$ cat config.mk
export PLATFORM = sky130hd
export DESIGN_NAME = k16_panel_sequencer
export DESIGN_NICKNAME = d
export VERILOG_FILES = /design/src/rtl/k16_panel_sequencer.sv
export SDC_FILE = /design/constraint.sdc
export NUM_CORES = 1
export LEC_CHECK = 0
export CAP_MARGIN = 25
export CORE_MARGIN = 2
export CORE_UTILIZATION = 45
export CTS_CLUSTER_DIAMETER = 30
export CTS_CLUSTER_SIZE = 30
export DETAILED_ROUTE_END_ITERATION = 10
export GPL_ROUTABILITY_DRIVEN = 0
export PLACE_DENSITY = 0.78
export SYNTH_ARGS = -nofsm -noshare
export SYNTH_HDL_FRONTEND = slang
export SYNTH_SLANG_ARGS = --single-unit
$ cat constraint.sdc
create_clock -name clk -period 5.43 [get_ports clk]
set_input_delay 0.8145 -clock clk [delete_from_list [all_inputs] [get_ports clk]]
set_output_delay 0.8145 -clock clk [all_outputs]
set_load 0.01 [all_outputs]
$ cat src/rtl/k16_panel_sequencer.sv
// Front-panel command sequencer: debounces panel commands, issues each over fp_req/fp_ack,
// tracks the panel address and updates the LED registers. Optional macro: PANEL_AUTOREPEAT_EN.
module k16_panel_sequencer #(
  parameter int unsigned DEBOUNCE_CYCLES = 250000,
  parameter int unsigned ACK_TIMEOUT     = 1024,
  parameter int unsigned REPEAT_CYCLES   = 6250000,
  parameter int unsigned CNT_W           = 24
) (
  input  logic        clk,
  input  logic        reset_n,
  input  logic [3:0]  cmd_in,
  input  logic [2:0]  reg_in,
  input  logic [15:0] sw_in,
  output logic        fp_req,
  output logic [3:0]  fp_cmd,
  output logic [2:0]  fp_reg,
  output logic [15:0] fp_addr,
  output logic [15:0] fp_wdata,
  input  logic        fp_ack,
  input  logic [15:0] fp_rdata,
  output logic [15:0] led_addr,
  output logic [15:0] led_data,
  output logic        busy,
  output logic        timeout_err
);

  typedef enum logic [2:0] {
    S_IDLE, S_DEBOUNCE, S_ISSUE, S_WAIT_ACK, S_RELEASE
  } state_t;

  typedef enum logic [3:0] {
    CMD_NONE             = 4'd0,
    CMD_EXAMINE          = 4'd1,
    CMD_EXAMINE_NEXT     = 4'd2,
    CMD_DEPOSIT          = 4'd3,
    CMD_DEPOSIT_NEXT     = 4'd4,
    CMD_START            = 4'd5,
    CMD_CONTINUE         = 4'd6,
    CMD_INST_STEP        = 4'd7,
    CMD_EXAMINE_REGISTER = 4'd8,
    CMD_DEPOSIT_REGISTER = 4'd9
  } cmd_t;

  localparam longint unsigned CNT_RANGE = 64'd1 << CNT_W;
  localparam logic [CNT_W-1:0] DEB_LAST = CNT_W'(DEBOUNCE_CYCLES - 1);
  localparam logic [CNT_W-1:0] ACK_LAST = CNT_W'(ACK_TIMEOUT - 1);

  if (64'(DEBOUNCE_CYCLES) == 64'd0 || 64'(DEBOUNCE_CYCLES) > CNT_RANGE ||
      64'(ACK_TIMEOUT) == 64'd0 || 64'(ACK_TIMEOUT) > CNT_RANGE ||
      64'(REPEAT_CYCLES) < 64'd2 || 64'(REPEAT_CYCLES) > CNT_RANGE) begin : g_cfg_check
    $error("k16_panel_sequencer: timer parameters out of range for CNT_W");
  end

  state_t           state;
  logic [CNT_W-1:0] timer;
  logic [3:0]       cmd_s1, cmd_s2, cap_cmd;
  logic [2:0]       reg_s1, reg_s2, cap_reg;
  logic [15:0]      cur_addr;
  logic [15:0]      addr_inc;
  logic             is_mem, is_reg, is_exam, is_dep;
  logic             rpt_fire;

  assign addr_inc = cur_addr + 16'd1;

  always_comb begin
    is_mem  = 1'b0;
    is_reg  = 1'b0;
    is_exam = 1'b0;
    is_dep  = 1'b0;
    case (cap_cmd)
      CMD_EXAMINE, CMD_EXAMINE_NEXT: begin is_mem = 1'b1; is_exam = 1'b1; end
      CMD_DEPOSIT, CMD_DEPOSIT_NEXT: begin is_mem = 1'b1; is_dep  = 1'b1; end
      CMD_EXAMINE_REGISTER:          begin is_reg = 1'b1; is_exam = 1'b1; end
      CMD_DEPOSIT_REGISTER:          begin is_reg = 1'b1; is_dep  = 1'b1; end
      default: ;
    endcase
  end

`ifdef PANEL_AUTOREPEAT_EN
  localparam logic [CNT_W-1:0] RPT_LAST = CNT_W'(REPEAT_CYCLES - 1);
  logic [CNT_W-1:0] rpt_cnt;
  logic             held, is_rpt;

  assign held     = (cmd_s2 == cap_cmd);
  assign is_rpt   = (cap_cmd == CMD_EXAMINE_NEXT) || (cap_cmd == CMD_DEPOSIT_NEXT) ||
                    (cap_cmd == CMD_INST_STEP);
  assign rpt_fire = (state == S_RELEASE) && held && is_rpt && (rpt_cnt == RPT_LAST);

  // Counts cycles since the last issue (the issue cycle itself is 1), so repeats
  // are REPEAT_CYCLES apart regardless of how long the ack took.
  always_ff @(posedge clk) begin
    if (!reset_n) begin
      rpt_cnt <= '0;
    end else if (state == S_ISSUE) begin
      rpt_cnt <= CNT_W'(1);
    end else if (state == S_WAIT_ACK || state == S_RELEASE) begin
      if (held && is_rpt)
        rpt_cnt <= (rpt_cnt == RPT_LAST) ? rpt_cnt : rpt_cnt + 1'b1;
      else
        rpt_cnt <= '0;
    end
  end
`else
  assign rpt_fire = 1'b0;
`endif

  always_ff @(posedge clk) begin
    if (!reset_n) begin
      state       <= S_IDLE;
      timer       <= '0;
      cmd_s1      <= '0;
      cmd_s2      <= '0;
      reg_s1      <= '0;
      reg_s2      <= '0;
      cap_cmd     <= '0;
      cap_reg     <= '0;
      cur_addr    <= '0;
      fp_req      <= 1'b0;
      fp_cmd      <= '0;
      fp_reg      <= '0;
      fp_addr     <= '0;
      fp_wdata    <= '0;
      led_addr    <= '0;
      led_data    <= '0;
      busy        <= 1'b0;
      timeout_err <= 1'b0;
    end else begin
      cmd_s1 <= cmd_in;
      cmd_s2 <= cmd_s1;
      reg_s1 <= reg_in;
      reg_s2 <= reg_s1;
      case (state)
        S_IDLE: begin
          if (cmd_s2 != CMD_NONE) begin
            cap_cmd <= cmd_s2;
            cap_reg <= reg_s2;
            timer   <= '0;
            busy    <= 1'b1;
            state   <= S_DEBOUNCE;
          end
        end
        S_DEBOUNCE: begin
          if (cmd_s2 != cap_cmd) begin
            busy  <= 1'b0;
            state <= S_IDLE;
          end else if (timer == DEB_LAST) begin
            state <= S_ISSUE;
          end else begin
            timer <= timer + 1'b1;
          end
        end
        S_ISSUE: begin
          fp_cmd <= cap_cmd;
          fp_reg <= cap_reg;
          fp_req <= 1'b1;
          timer  <= '0;
          case (cap_cmd)
            CMD_EXAMINE, CMD_DEPOSIT: begin
              cur_addr <= sw_in;
              fp_addr  <= sw_in;
            end
            CMD_EXAMINE_NEXT, CMD_DEPOSIT_NEXT: begin
              cur_addr <= addr_inc;
              fp_addr  <= addr_inc;
            end
            CMD_START: fp_addr <= sw_in;
            default:   fp_addr <= cur_addr;
          endcase
          if (is_dep)
            fp_wdata <= sw_in;
          state <= S_WAIT_ACK;
        end
        S_WAIT_ACK: begin
          // Ack wins over a timeout landing on the same edge.
          if (fp_ack) begin
            fp_req      <= 1'b0;
            timeout_err <= 1'b0;
            if (is_mem)  led_addr <= fp_addr;
            if (is_reg)  led_addr <= {13'b0, fp_reg};
            if (is_exam) led_data <= fp_rdata;
            if (is_dep)  led_data <= fp_wdata;
            timer <= '0;
            state <= S_RELEASE;
          end else if (timer == ACK_LAST) begin
            fp_req      <= 1'b0;
            timeout_err <= 1'b1;
            timer       <= '0;
            state       <= S_RELEASE;
          end else begin
            timer <= timer + 1'b1;
          end
        end
        S_RELEASE: begin
          if (rpt_fire) begin
            state <= S_ISSUE;
          end else if (cmd_s2 != CMD_NONE) begin
            timer <= '0;
          end else if (timer == DEB_LAST) begin
            busy  <= 1'b0;
            state <= S_IDLE;
          end else begin
            timer <= timer + 1'b1;
          end
        end
        default: begin
          busy  <= 1'b0;
          state <= S_IDLE;
        end
      endcase
    end
  end

endmodule

== Word level (Yosys, flattened, before mapping) ==
Cells that the tools add are included.
Widths: inputs -> output; s select.

* Register bits after elaboration: 138
* Latch bits: 0
* Bits in writable memories: 0
* Memory bits (read-only): 0
* Input bits: 42
* Output and inout bits: 74
* Logic and storage cells: 103
* Memories kept: 0

* Add/sub/neg operators: 2
* Multiply operators: 0
* Div/mod/pow operators: 0
* Order comparisons: 0
* Equality and inequality tests: 21
* Shifts and indexed selects: 0
* Muxes and demuxes: 35
* Bitwise gates (word level): 1
* Reduce and logical (&&, ||, !) cells: 26

{| class="wikitable"
|+ Operator list
! operator !! count
|-
| $mux 24 || 6
|-
| $pmux 24 s5 || 1
|-
| $mux 16 || 4
|-
| $pmux 16 s2 || 2
|-
| $add 24x1->24 const B || 1
|-
| $eq 24x10->1 const B || 1
|-
| $eq 24x18->1 const B || 1
|-
| $mux 3 || 7
|-
| $add 16x1->16 const B || 1
|-
| $pmux 3 s5 || 1
|-
| $mux 1 || 12
|-
| $ne 2x2->1 const B || 5
|-
| $reduce_and 2->1 || 5
|-
| $reduce_and 5->1 || 2
|-
| $reduce_bool 2->1 || 5
|-
| $reduce_and 3->1 || 3
|-
| $reduce_or 3->1 || 3
|-
| $eq 4x2->1 const B || 2
|-
| $eq 4x3->1 const B || 2
|-
| $eq 4x4->1 const B || 2
|-
| $reduce_or 2->1 || 4
|-
| $eq 3x2->1 const B || 2
|-
| $ne 3x3->1 const B || 2
|-
| $reduce_bool 5->1 || 1
|-
| other kinds (10) || 10
|}

== Depth between registers and ports, before layout ==
* Depth in word-level cells: 5
* Depth in mapped cells: 10
* Mapped depth without buffers: 7

== Worst setup path after synthesis ==
Ideal clock, no wire load.

* Path kind: register to register
* Start point: register timer[0]
* End point: register timer[8]
* Setup time: 0.114 ns
* Arrival: 2.059 ns
* Required time: 5.316 ns
* Setup slack: 3.257 ns
* Cell stages (with the launch flop): 9
* Buffers on the path: 1
* Period minus slack after synthesis: 2.173 ns
* Cell sequence: dfxtp_1 -> ha_1 -> nand3_1 -> or2_2 -> nor4_4 -> o21ai_2 -> buf_2 -> a32o_1 -> a21o_1

* Longest elaborated chain between the ends: 4
* Elaborated cells between the ends (all ways): 9
* Those cells by class: add/sub (1); eq/ne (2); mux (6)

{| class="wikitable"
|+ Ends and longest elaborated chain
! what !! RTL line !! source
|-
| from (decl) || 55 || <nowiki>logic [CNT_W-1:0] timer;</nowiki>
|-
| from (signal assigned) || 149 || <nowiki>timer <= timer + 1'b1;</nowiki>
|-
| from (signal assigned) || 190 || <nowiki>timer <= timer + 1'b1;</nowiki>
|-
| from (signal assigned) || 202 || <nowiki>timer <= timer + 1'b1;</nowiki>
|-
| $add 24x1->24, or another cell as far along || 149, 190, 202 ||
|-
| $mux 24, on equally long branches || 146, 198, 184 ||
|-
| $mux 24, on equally long branches || 196, 143, 175 ||
|-
| $pmux 24 s5 * || 132 || <nowiki>case (state)</nowiki>
|}

Mark *: on every way between the ends. The rest lies on a longest branch, timed or not. The select of a mux whose other input is x is not followed.
A chain may end at the register's enable or synchronous reset.

== Worst setup path in the final report ==
* Start point: register cap_cmd[2]
* End point: register fp_wdata[5]

* Longest elaborated chain between the ends: 4
* Elaborated cells between the ends (all ways): 6
* Those cells by class: eq/ne (3); mux (1); reduce/logical (2)

{| class="wikitable"
|+ Ends and longest elaborated chain
! what !! RTL line !! source
|-
| from (decl) || 56 || <nowiki>logic [3:0] cmd_s1, cmd_s2, cap_cmd;</nowiki>
|-
| from (signal assigned) || 135 || <nowiki>cap_cmd <= cmd_s2;</nowiki>
|-
| $eq 4x3->1, or another cell as far along || 70 || <nowiki>case (cap_cmd)</nowiki>
|-
| $reduce_or 3->1 (no source line) * || -- ||
|-
| $mux 1 * || 70 ||
|-
| $reduce_and 2->1 (no source line) * || -- ||
|-
| to (signal assigned) || 170 || <nowiki>fp_wdata <= sw_in;</nowiki>
|-
| to (decl) || 18 || <nowiki>output logic [15:0] fp_wdata,</nowiki>
|}

Mark *: on every way between the ends. The rest lies on a longest branch, timed or not.

==> run_results.csv <==
group,metric,value,unit
power,finalPower,2.47,mW
floorplan,die_w,123,um
sta,fin_setup_tns,0,ns
yosys,synth_compound_area_frac,0.237,
sta,hold_viol,0,
routing,via_per_inst,5.86,
hold_path,whs_path_depth,1,
yosys,synth_nets,819,
sta,maxSlewHeadroom,0.261,
yosys,ys_seq_area_frac,0.431,
hold_path,hold_path_end,"cmd_s2[2]$_SDFF_PN0_",
clocking,cts_hold_buf,0,
finish,fin_util,0.594,
finish,layout_commonest_cell,"dfxtp_1",
clocking,cts_buffers,17,
yosys,syn_inst,775,
yosys,synth_fa_ha_area_frac,0.00391,
power,peakVddDrop,0.204,mV
routing,dr.pass1.iters,8,
clocking,tritoncts,"done",
floorplan,die_area,15200,um^2
finish,drive_above_1_share,0.0598,
sta,max_slew.worst_pin.slew,1.10,ns
sta,slew_viol_final,0,
worst_setup_path,timing.rr.start,"cap_cmd[2]$_SDFFE_PN0P_",
clocking,ctsLongestPathBuffers,2,
yosys,netlist_area,6400,um^2
worst_setup_path,cp.arrival,3.70,ns
clocking,cts_setup_buffers,0,
finish,fillers,1207,
yosys,ys_top_cells_by_area,"dfxtp_1, a21oi_1, mux2i_1",
job,max_cap_violations,0,
floorplan,core,13900,um^2
clocking,clkTransAtPathRegs,0.06,ns
worst_setup_path,cp_cell_sequence,"nor2_2 > nand2_1 > o22a_1 > nand2b_1 > mux2i_1 > nor2_1",
floorplan,ios,116,
sta,min_period_over_period,0.628,
placed_design,dpl-instance-area,7600,um^2
placed_design,dp.cells,1016,
finish,syn_to_final_growth,28.7,%
yosys,yosys.area_share.simple,0.221,
yosys,synth_top_area_cell,"dfxtp_1",
power,power_leakage,3.03,nW
finish,finalNetCount,900,
worst_setup_path,endpoint_kind,"flip-flop",
yosys,yosysTopAreaCellShare,0.431,
worst_setup_path,reg2reg_to,"fp_wdata[5]$_SDFFE_PN0P_",
finish,multi_input_area,3380,um^2
worst_setup_path,worst-path-buf-inv,0,
placed_design,dp_slack,2.00,ns
yosys,post_synth_num_cell_types,62,
sta,fmax,293,MHz
placed_design,dp_hpwl,11.5,mm
worst_setup_path,critPathTopFamily,"simple AND/OR/NAND/NOR gates",
worst_setup_path,rr_worst_depth,6,
hold_path,hold_path.class,"reg2reg",
clocking,cts-root-buf,"clkbuf_16",
sta,rsz0062_at_grt,"false",
floorplan,start_util,0.461,
routing,vias,6152,
sta,timing.final.ws_setup,2.02,ns
yosys,avgSynthCellArea,8.26,um^2
finish,regMostFlops,"timer",
finish,seqCellArea,2760,um^2
hold_path,worstHoldStart,"cmd_s1[2]$_SDFF_PN0_",
worst_setup_path,worstPathRequired,5.72,ns
yosys,ys_ff_latch,138,
worst_setup_path,crit_path_max_incr_delay,0.88,ns
routing,drt_iter0_markers,610,
finish,final_cells,1049,
sta,min_period,3.41,ns
yosys,synth_enable_flop_cells,0,
worst_setup_path,cp-start-kind,"flip-flop",
yosys,synth_xor_area_frac,0.0109,
clocking,cts_max_level,4,
worst_setup_path,worstSetupPathType,"reg2reg",
global_routing,grt_max_degree,58,
clocking,clk_latency,0.42,ns
run_status,status,"finished, final reports clean",
routing,drt-wirelength-per-cell,16.4,um
finish,layout_common_cells,"dfxtp_1, clkdlybuf4s50_1, a21oi_1, nand2_1, nor2_1",
finish,largest_reg_flops,24,
power,power_density,300,nW/um^2
sta,setup-violations-final,0,
sta,fin_skew,0.00670,ns
worst_setup_path,worst-path-max-fanout,17,
yosys,yosysWarnings,0,
finish,diodes,0,
routing,wl,17.2,mm
global_routing,antenna_found_initial,0,
finish,stdcell_area,8240,um^2
worst_setup_path,r2r_slack,2.02,ns
sta,hold_slack,0.428,ns
floorplan,fp-row-count,43,
clocking,cts_resized,0,
yosys,synthFlopType,"dfxtp_1",
yosys,muxShareOfSynthArea,0.0531,
yosys,synth_top_family_by_area,"compound AO/OA/AOI/OAI gates",
global_routing,grt_pass1_wl,27.5,mm
yosys,async_reset_ff_frac,0,
floorplan,die_y,123,um
global_routing,overflow,0,
global_routing,grt_pass1_vias,5442,
clocking,clock_sinks,138,
routing,post-route-drc-count,0,
worst_setup_path,critPathSlowestCell,"o22a_1",
placed_design,io_buffers,115,
routing,detail-route-antenna-nets,0,
global_routing,grt_usage,0.229,
==> worst max-delay path by stage <==
stage,startpoint,end,slack (ns),cells after the start
final,cap_cmd[2]$_SDFFE_PN0P_,fp_wdata[5]$_SDFFE_PN0P_,2.02,6
after global routing,cap_cmd[2]$_SDFFE_PN0P_,fp_wdata[8]$_SDFFE_PN0P_,1.73,6
after CTS,cap_cmd[2]$_SDFFE_PN0P_,fp_wdata[5]$_SDFFE_PN0P_,2.00,6
after detailed placement,cap_cmd[2]$_SDFFE_PN0P_,fp_wdata[5]$_SDFFE_PN0P_,2.00,6
after global placement,cap_cmd[2]$_SDFFE_PN0P_,fp_wdata[15]$_SDFFE_PN0P_,2.12,6
after floorplan,timer[0]$_SDFFE_PN0P_,timer[8]$_SDFFE_PN0P_,3.26,8
==> where the power goes <==
group / leakage [nW] / switching, mW / total, mW / internal [mW]
Sequential: 1.12 / 0.0128 / 1.04 / 1.02
Combinational: 1.60 / 0.120 / 0.197 / 0.0768
Clock: 0.310 / 0.428 / 1.24 / 0.811
==> synthesized netlist by cell type, types with 4 or more instances <==
| cell type | count |
|---|---|
| a211oi_1 | 21 |
| a21boi_0 | 5 |
| a21o_1 | 10 |
| a21oi_1 | 82 |
| a31oi_1 | 16 |
| a32oi_1 | 4 |
| a41oi_1 | 4 |
| and2_1 | 22 |
| and3_1 | 9 |
| and4_1 | 4 |
| buf_2 | 11 |
| clkbuf_1 | 46 |
| dfxtp_1 | 138 |
| inv_1 | 7 |
| mux2i_1 | 34 |
| nand2_1 | 74 |
| nand2b_1 | 4 |
| nand3_1 | 39 |
| nand3b_1 | 4 |
| nand4_1 | 10 |
| nand4b_1 | 5 |
| nor2_1 | 66 |
| nor3_1 | 18 |
| o211ai_1 | 8 |
| o21a_1 | 11 |
| o21ai_0 | 53 |
| or3_1 | 7 |
| xnor2_1 | 5 |
==> logic make-up (layout without fill, tap and decap cells) <==
| group | Yosys count | count (layout) |
|---|---|---|
| mux | 34 | 34 |
| compound gates | 244 | 244 |
| flops | 138 | 138 |
| fa+ha+maj | 2 | 2 |
| xor+xnor | 8 | 8 |
| simple gates | 281 | 281 |
| buf+inv | 68 | 162 |
==> area by class of cell <==
class,count,area share
Timing Repair Buffer,122,0.147
Tap cell,180,0.0273
Multi-Input combinational cell,569,0.410
Clock inverter,13,0.0243
Inverter,8,0.00364
Sequential cell,138,0.335
Clock buffer,19,0.0525
==> metal layers <==
layer | global-route usage | up-vias | wire length, um
li1 | - | 2980 | -
met1 | 0.309 | 2864 | 7730
met2 | 0.356 | 274 | 7670
met3 | 0.0549 | 34 | 1530
met4 | 0.0838 | 0 | 297
met5 | 0 | - | 0
==> worst register-to-register path: stages, from the launching register on <==
cell and delay (ns):
dfxtp_1 0.61, nor2_2 0.10, nand2_1 0.50, o22a_1 0.88, nand2b_1 0.85, mux2i_1 0.28, nor2_1 0.06
Power figures use the tool's default switching activity.
